==> src/rtl/mul_seq_param_if.sv <==
// Operand/result bundle for the sequential multiplier: serial operand bus,
// start/mode controls and the busy/done/result status returned by the core.
interface mul_seq_param_if #(
  parameter int WIDTH = 16
);
  logic               start;
  logic               sgn;
  logic [WIDTH-1:0]   data_in;
  logic               busy;
  logic               done;
  logic [2*WIDTH-1:0] result;

  modport master (
    output start, sgn, data_in,
    input  busy, done, result
  );

  modport slave (
    input  start, sgn, data_in,
    output busy, done, result
  );
endinterface

==> src/rtl/mul_seq_param.sv <==
// Parametrised shift-and-add multiplier with serial operand loading (A then B),
// signed/unsigned mode and early termination once the remaining multiplier is zero.
module mul_seq_param #(
  parameter int WIDTH = 16
) (
  input  logic              clk,
  input  logic              rst,
  mul_seq_param_if.slave    bus
);
  localparam int PW = 2 * WIDTH;

  typedef enum logic [2:0] {
    IDLE,
    LOAD_A,
    LOAD_B,
    CALC,
    DONE
  } state_t;

  state_t           state_reg,  state_next;
  logic [WIDTH-1:0] a_raw_reg,  a_raw_next;
  logic [PW-1:0]    ma_reg,     ma_next;
  logic [WIDTH-1:0] mb_reg,     mb_next;
  logic             neg_reg,    neg_next;
  logic [PW-1:0]    p_reg,      p_next;
  logic [PW-1:0]    result_reg, result_next;

  // Unsigned magnitude in WIDTH bits; the most negative value maps to 2^(WIDTH-1).
  function automatic logic [WIDTH-1:0] magnitude(input logic [WIDTH-1:0] x, input logic s);
    return (s && x[WIDTH-1]) ? ((~x) + WIDTH'(1)) : x;
  endfunction

  always_ff @(posedge clk or posedge rst) begin
    if (rst) begin
      state_reg <= IDLE;
    end else begin
      state_reg <= state_next;
    end
  end

  always_ff @(posedge clk or posedge rst) begin
    if (rst) begin
      a_raw_reg  <= '0;
      ma_reg     <= '0;
      mb_reg     <= '0;
      neg_reg    <= 1'b0;
      p_reg      <= '0;
      result_reg <= '0;
    end else begin
      a_raw_reg  <= a_raw_next;
      ma_reg     <= ma_next;
      mb_reg     <= mb_next;
      neg_reg    <= neg_next;
      p_reg      <= p_next;
      result_reg <= result_next;
    end
  end

  always_comb begin
    state_next  = state_reg;
    a_raw_next  = a_raw_reg;
    ma_next     = ma_reg;
    mb_next     = mb_reg;
    neg_next    = neg_reg;
    p_next      = p_reg;
    result_next = result_reg;

    unique case (state_reg)
      IDLE: begin
        if (bus.start) state_next = LOAD_A;
      end

      // A is kept raw so that it is interpreted with the mode seen alongside B.
      LOAD_A: begin
        a_raw_next = bus.data_in;
        state_next = LOAD_B;
      end

      LOAD_B: begin
        ma_next    = {{WIDTH{1'b0}}, magnitude(a_raw_reg, bus.sgn)};
        mb_next    = magnitude(bus.data_in, bus.sgn);
        neg_next   = bus.sgn & (a_raw_reg[WIDTH-1] ^ bus.data_in[WIDTH-1]);
        p_next     = '0;
        state_next = CALC;
      end

      // Stops as soon as the multiplier is exhausted; negating a zero sum stays zero.
      CALC: begin
        if (mb_reg == '0) begin
          result_next = neg_reg ? ((~p_reg) + PW'(1)) : p_reg;
          state_next  = DONE;
        end else begin
          if (mb_reg[0]) p_next = p_reg + ma_reg;
          ma_next = ma_reg << 1;
          mb_next = mb_reg >> 1;
        end
      end

      DONE: begin
        if (bus.start) state_next = LOAD_A;
      end

      default: state_next = IDLE;
    endcase
  end

  assign bus.busy   = (state_reg == LOAD_A) || (state_reg == LOAD_B) || (state_reg == CALC);
  assign bus.done   = (state_reg == DONE);
  assign bus.result = result_reg;
endmodule

==> src/flat_wrapper.sv <==
// flat-port wrapper written by rule: the top's interface ports become plain ports
module mul_seq_param_flat 
#(
  parameter int WIDTH = 16
)
  (clk, rst, bus_start, bus_sgn, bus_data_in, bus_busy, bus_done, bus_result);
  mul_seq_param_if #(.WIDTH(WIDTH)) bus_i ();
  input  logic clk;
  input  logic rst;
  input wire logic [$bits(bus_i.start)-1:0] bus_start;
  input wire logic [$bits(bus_i.sgn)-1:0] bus_sgn;
  input wire logic [$bits(bus_i.data_in)-1:0] bus_data_in;
  output wire logic [$bits(bus_i.busy)-1:0] bus_busy;
  output wire logic [$bits(bus_i.done)-1:0] bus_done;
  output wire logic [$bits(bus_i.result)-1:0] bus_result;
  assign bus_i.start = bus_start;
  assign bus_i.sgn = bus_sgn;
  assign bus_i.data_in = bus_data_in;
  assign bus_busy = bus_i.busy;
  assign bus_done = bus_i.done;
  assign bus_result = bus_i.result;
  mul_seq_param #(.WIDTH(WIDTH)) u_core (.clk(clk), .rst(rst), .bus(bus_i));
endmodule
==> config.mk <==
export PLATFORM = sky130hd
export DESIGN_NAME = mul_seq_param_flat
export DESIGN_NICKNAME = d
export VERILOG_FILES = /design/src/rtl/mul_seq_param_if.sv /design/src/rtl/mul_seq_param.sv /design/src/flat_wrapper.sv
export SDC_FILE = /design/constraint.sdc
export NUM_CORES = 1
export LEC_CHECK = 0
export BUFFER_PORTS_ARGS = -buffer_cell sky130_fd_sc_hd__buf_4
export CORE_MARGIN = 5
export CORE_UTILIZATION = 32
export CTS_BUF_LIST = sky130_fd_sc_hd__clkbuf_4 sky130_fd_sc_hd__clkbuf_8
export DETAILED_ROUTE_END_ITERATION = 16
export SLEW_MARGIN = 40
export SYNTH_ARGS = -nofsm -noshare
export SYNTH_HDL_FRONTEND = slang
export SYNTH_SLANG_ARGS = --single-unit
export TNS_END_PERCENT = 50
==> constraint.sdc <==
create_clock -name clk -period 4.79 [get_ports clk]
set_clock_uncertainty 0.05 [all_clocks]
set_input_delay 0.479 -clock clk [delete_from_list [all_inputs] [get_ports clk]]
set_output_delay 0.479 -clock clk [all_outputs]
set_load 0.02 [all_outputs]
==> impl_metrics.csv <==
group,metric,value,unit
clock_network,clock_latency,0.46,ns
hold_path,hp-class,"input pin to asynchronous set/reset pin",
clock_network,tritoncts,"yes",
pwr,p_leak,3.94,nW
worst_setup_path,cp.required,5.08,ns
sta,hold_viol,0,
floorplanning,fp.dieW,168,µm
clock_network,path_clk_slew,0.09,ns
finish,final_cell_mix,"157 x nand2_1, 131 x dfrtp_1, 111 x o21ai_0",
finish,final_common_cell,"nand2_1",
sta,min_period_over_period,0.675,
worst_setup_path,critPathMaxFanout,5,
worst_setup_path,critPathLaunch,"u_core.p_reg[0]$_DFFE_PP0P_",
routing,drc,0,
finish,final_util,0.365,
pwr,finalPower,6.47,mW
global_route,grt_first_pass_wirelength,32.9,mm
logic_synthesis,synth.area.top_cells,"dfrtp_1 41%, nand2_1 7.4%, o21ai_0 7.0%, ha_1 5.3%, xor2_1 5.2%",
logic_synthesis,synth-edff-count,0,
clock_network,hold_buffers,0,
sta,max-slew-margin-rel,0.478,
global_route,grt.total_usage,0.140,
global_route,grt_max_degree,93,
logic_synthesis,postSynthCellCount,912,
routing,num_vias,6665,
logic_synthesis,syn_area,8030,µm²
place,dpl.hpwl,14.1,mm
place,post-place-ws,1.59,ns
pwr,p_per_area,710,nW/µm²
sta,setup-violations-final,0,
sta,drv_slew,0,
pwr,ir_worst_vdd,0.267,mV
logic_synthesis,ys_async_sr_fraction,1.00,
floorplanning,row_count,58,
sta,max_freq,310,MHz
routing,vias_per_cell,5.19,
routing,wl,19.3,mm
logic_synthesis,synth_nets,967,
logic_synthesis,synth_top_area_frac,0.411,
logic_synthesis,yosysUniqueCellTypes,58,
finish,drive_above_1_share,0.134,
clock_network,root_buffer,"clkbuf_8",
sta,tightest_slew,0.781,ns
worst_setup_path,r2r-start,"u_core.p_reg[0]$_DFFE_PP0P_",
floorplanning,initial_core_util,0.322,
sta,finalCriticalPeriod,3.23,ns
worst_setup_path,cp-endpoint,"u_core.p_reg[30]$_DFFE_PP0P_",
finish,diodes,0,
sta,rsz0062_at_grt,"false",
logic_synthesis,synthFlopType,"dfrtp_1",
sta,fin_ws,1.56,ns
routing,drt_iter0_drc,412,
floorplanning,die-height,168,µm
worst_setup_path,ff2ff_path_depth,11,
worst_setup_path,critPathLaunchType,"flip-flop",
sta,hold_slack,0.0358,ns
global_route,overflow,0,
worst_setup_path,worstSetupEndpointType,"flip-flop",
sta,tns,0,ns
finish,fin_nets,997,
clock_network,clock-sinks,132,
clock_network,h-tree-depth,4,
clock_network,clockBufferDepth,2,
logic_synthesis,synth_area_leader_cell,"dfrtp_1",
floorplanning,die-area,28400,µm²
clock_network,post_cts_buffers,0,
clock_network,cts_buffers,17,
routing,drt-pass1-iter-count,4,
job,maxCapViolCount,0,
routing,ant_nets,0,
worst_setup_path,r2r-end,"u_core.p_reg[30]$_DFFE_PP0P_",
worst_setup_path,critPathArrivalTime,3.52,ns
floorplanning,ios,54,
place,place_congestion,0.921,
worst_setup_path,regToRegSetupSlack,1.56,ns
routing,post_drt_wl_per_cell,15.0,µm
global_route,antenna_found_initial,0,
logic_synthesis,synth-seq-cells,132,
logic_synthesis,yosysSeqAreaShare,0.411,
worst_setup_path,crit_type,"flip-flop to flip-flop",
global_route,grt_pass1_vias,6462,
logic_synthesis,yosysWarnings,0,
clock_network,cts_resized,0,
logic_synthesis,avgSynthCellArea,8.80,µm²
floorplanning,coreArea,25000,µm²
place,io_buffers,53,
finish,area_growth,13.6,%
status,status,"finished, final reports clean",
-- worst min path at each step --
| stage | startpoint | endpoint | cells past startpoint |
|---|---|---|---|
| after floorplan | u_core.ma_reg[16]$_DFFE_PP0P_ | u_core.ma_reg[17]$_DFFE_PP0P_ | 2 |
| after global placement | u_core.bus.result[20]$_DFFE_PP0P_ | u_core.bus.result[20]$_DFFE_PP0P_ | 2 |
| after detailed placement | u_core.bus.result[30]$_DFFE_PP0P_ | u_core.bus.result[30]$_DFFE_PP0P_ | 2 |
| after CTS | rst | u_core.a_raw_reg[4]$_DFFE_PP0P_ | 2 |
| after global routing | rst | u_core.a_raw_reg[4]$_DFFE_PP0P_ | 2 |
| final | rst | u_core.a_raw_reg[4]$_DFFE_PP0P_ | 2 |
-- routing by layer --
layer  GRT usage  vias up  part of all wire
met2       0.204      163              0.41
met4      0.0385        0             0.015
met3      0.0265       28             0.051
met1       0.212     3137              0.53
li1            -     3337                 -
met5           0        -                 0
-- cells by family after synthesis --
family,count (synthesis),synth area share
compound gates,296,0.229
xor+xnor,79,0.0862
fa+ha+maj,35,0.0555
buf+inv,66,0.0343
flops,132,0.411
mux,17,0.0237
simple gates,287,0.160
-- critical path, cell delays in order, from the launching register on --
cell	delay [ns]
dfrtp_1	0.43
ha_1	0.22
inv_1	0.06
fa_1	0.38
nor2b_1	0.27
o2111ai_1	0.18
a21oi_1	0.34
a41o_1	0.31
a211oi_1	0.12
o41ai_1	0.42
xor2_1	0.11
a22o_1	0.21
-- layout make-up --
type | count | area, µm²
Inverter | 18 | 75.1
Sequential cell | 132 | 3300
Timing Repair Buffer | 59 | 443
Tap cell | 330 | 413
Multi-Input combinational cell | 714 | 4490
Clock inverter | 14 | 155
Clock buffer | 18 | 241
Fill cell | 2562 | 15800
-- Yosys cell counts, types with 2 or more instances --
cell type / count
o21ai_0: 113
a22o_1: 19
a32o_1: 2
or4_4: 4
o31ai_1: 18
nand2b_1: 2
xor2_1: 48
o41ai_1: 10
nand3_1: 17
a21o_1: 14
o21a_1: 5
a31oi_1: 11
buf_6: 3
xnor2_1: 31
ha_1: 34
nor2_1: 49
buf_1: 4
inv_1: 18
nor3_1: 9
o211ai_1: 7
nor4_1: 9
nand2_1: 158
a21oi_1: 71
nand4_1: 7
nor2b_1: 4
or3_1: 10
clkbuf_1: 39
nand3b_1: 2
or4_1: 2
mux2_2: 16
o31ai_2: 2
o21ai_1: 5
and2_1: 8
dfrtp_1: 132
or4b_2: 3
a211oi_1: 4
-- power by group --
group	switching, mW	internal, mW	leakage (nW)
clock network	0.495	0.473	0.186
logic	1.92	1.45	2.06
registers	0.550	1.58	1.70
total	2.96	3.51	3.94
-- through the flow --
step / cell area, µm² / std cells
after floorplan: 8030 / 912
after global placement: 8710 / 1253
after detailed placement: 8720 / 1253
after CTS: 9120 / 1285
after global routing: 9120 / 1285
final: 9120 / 1285
No activity file was read; power rests on OpenSTA's default activity.
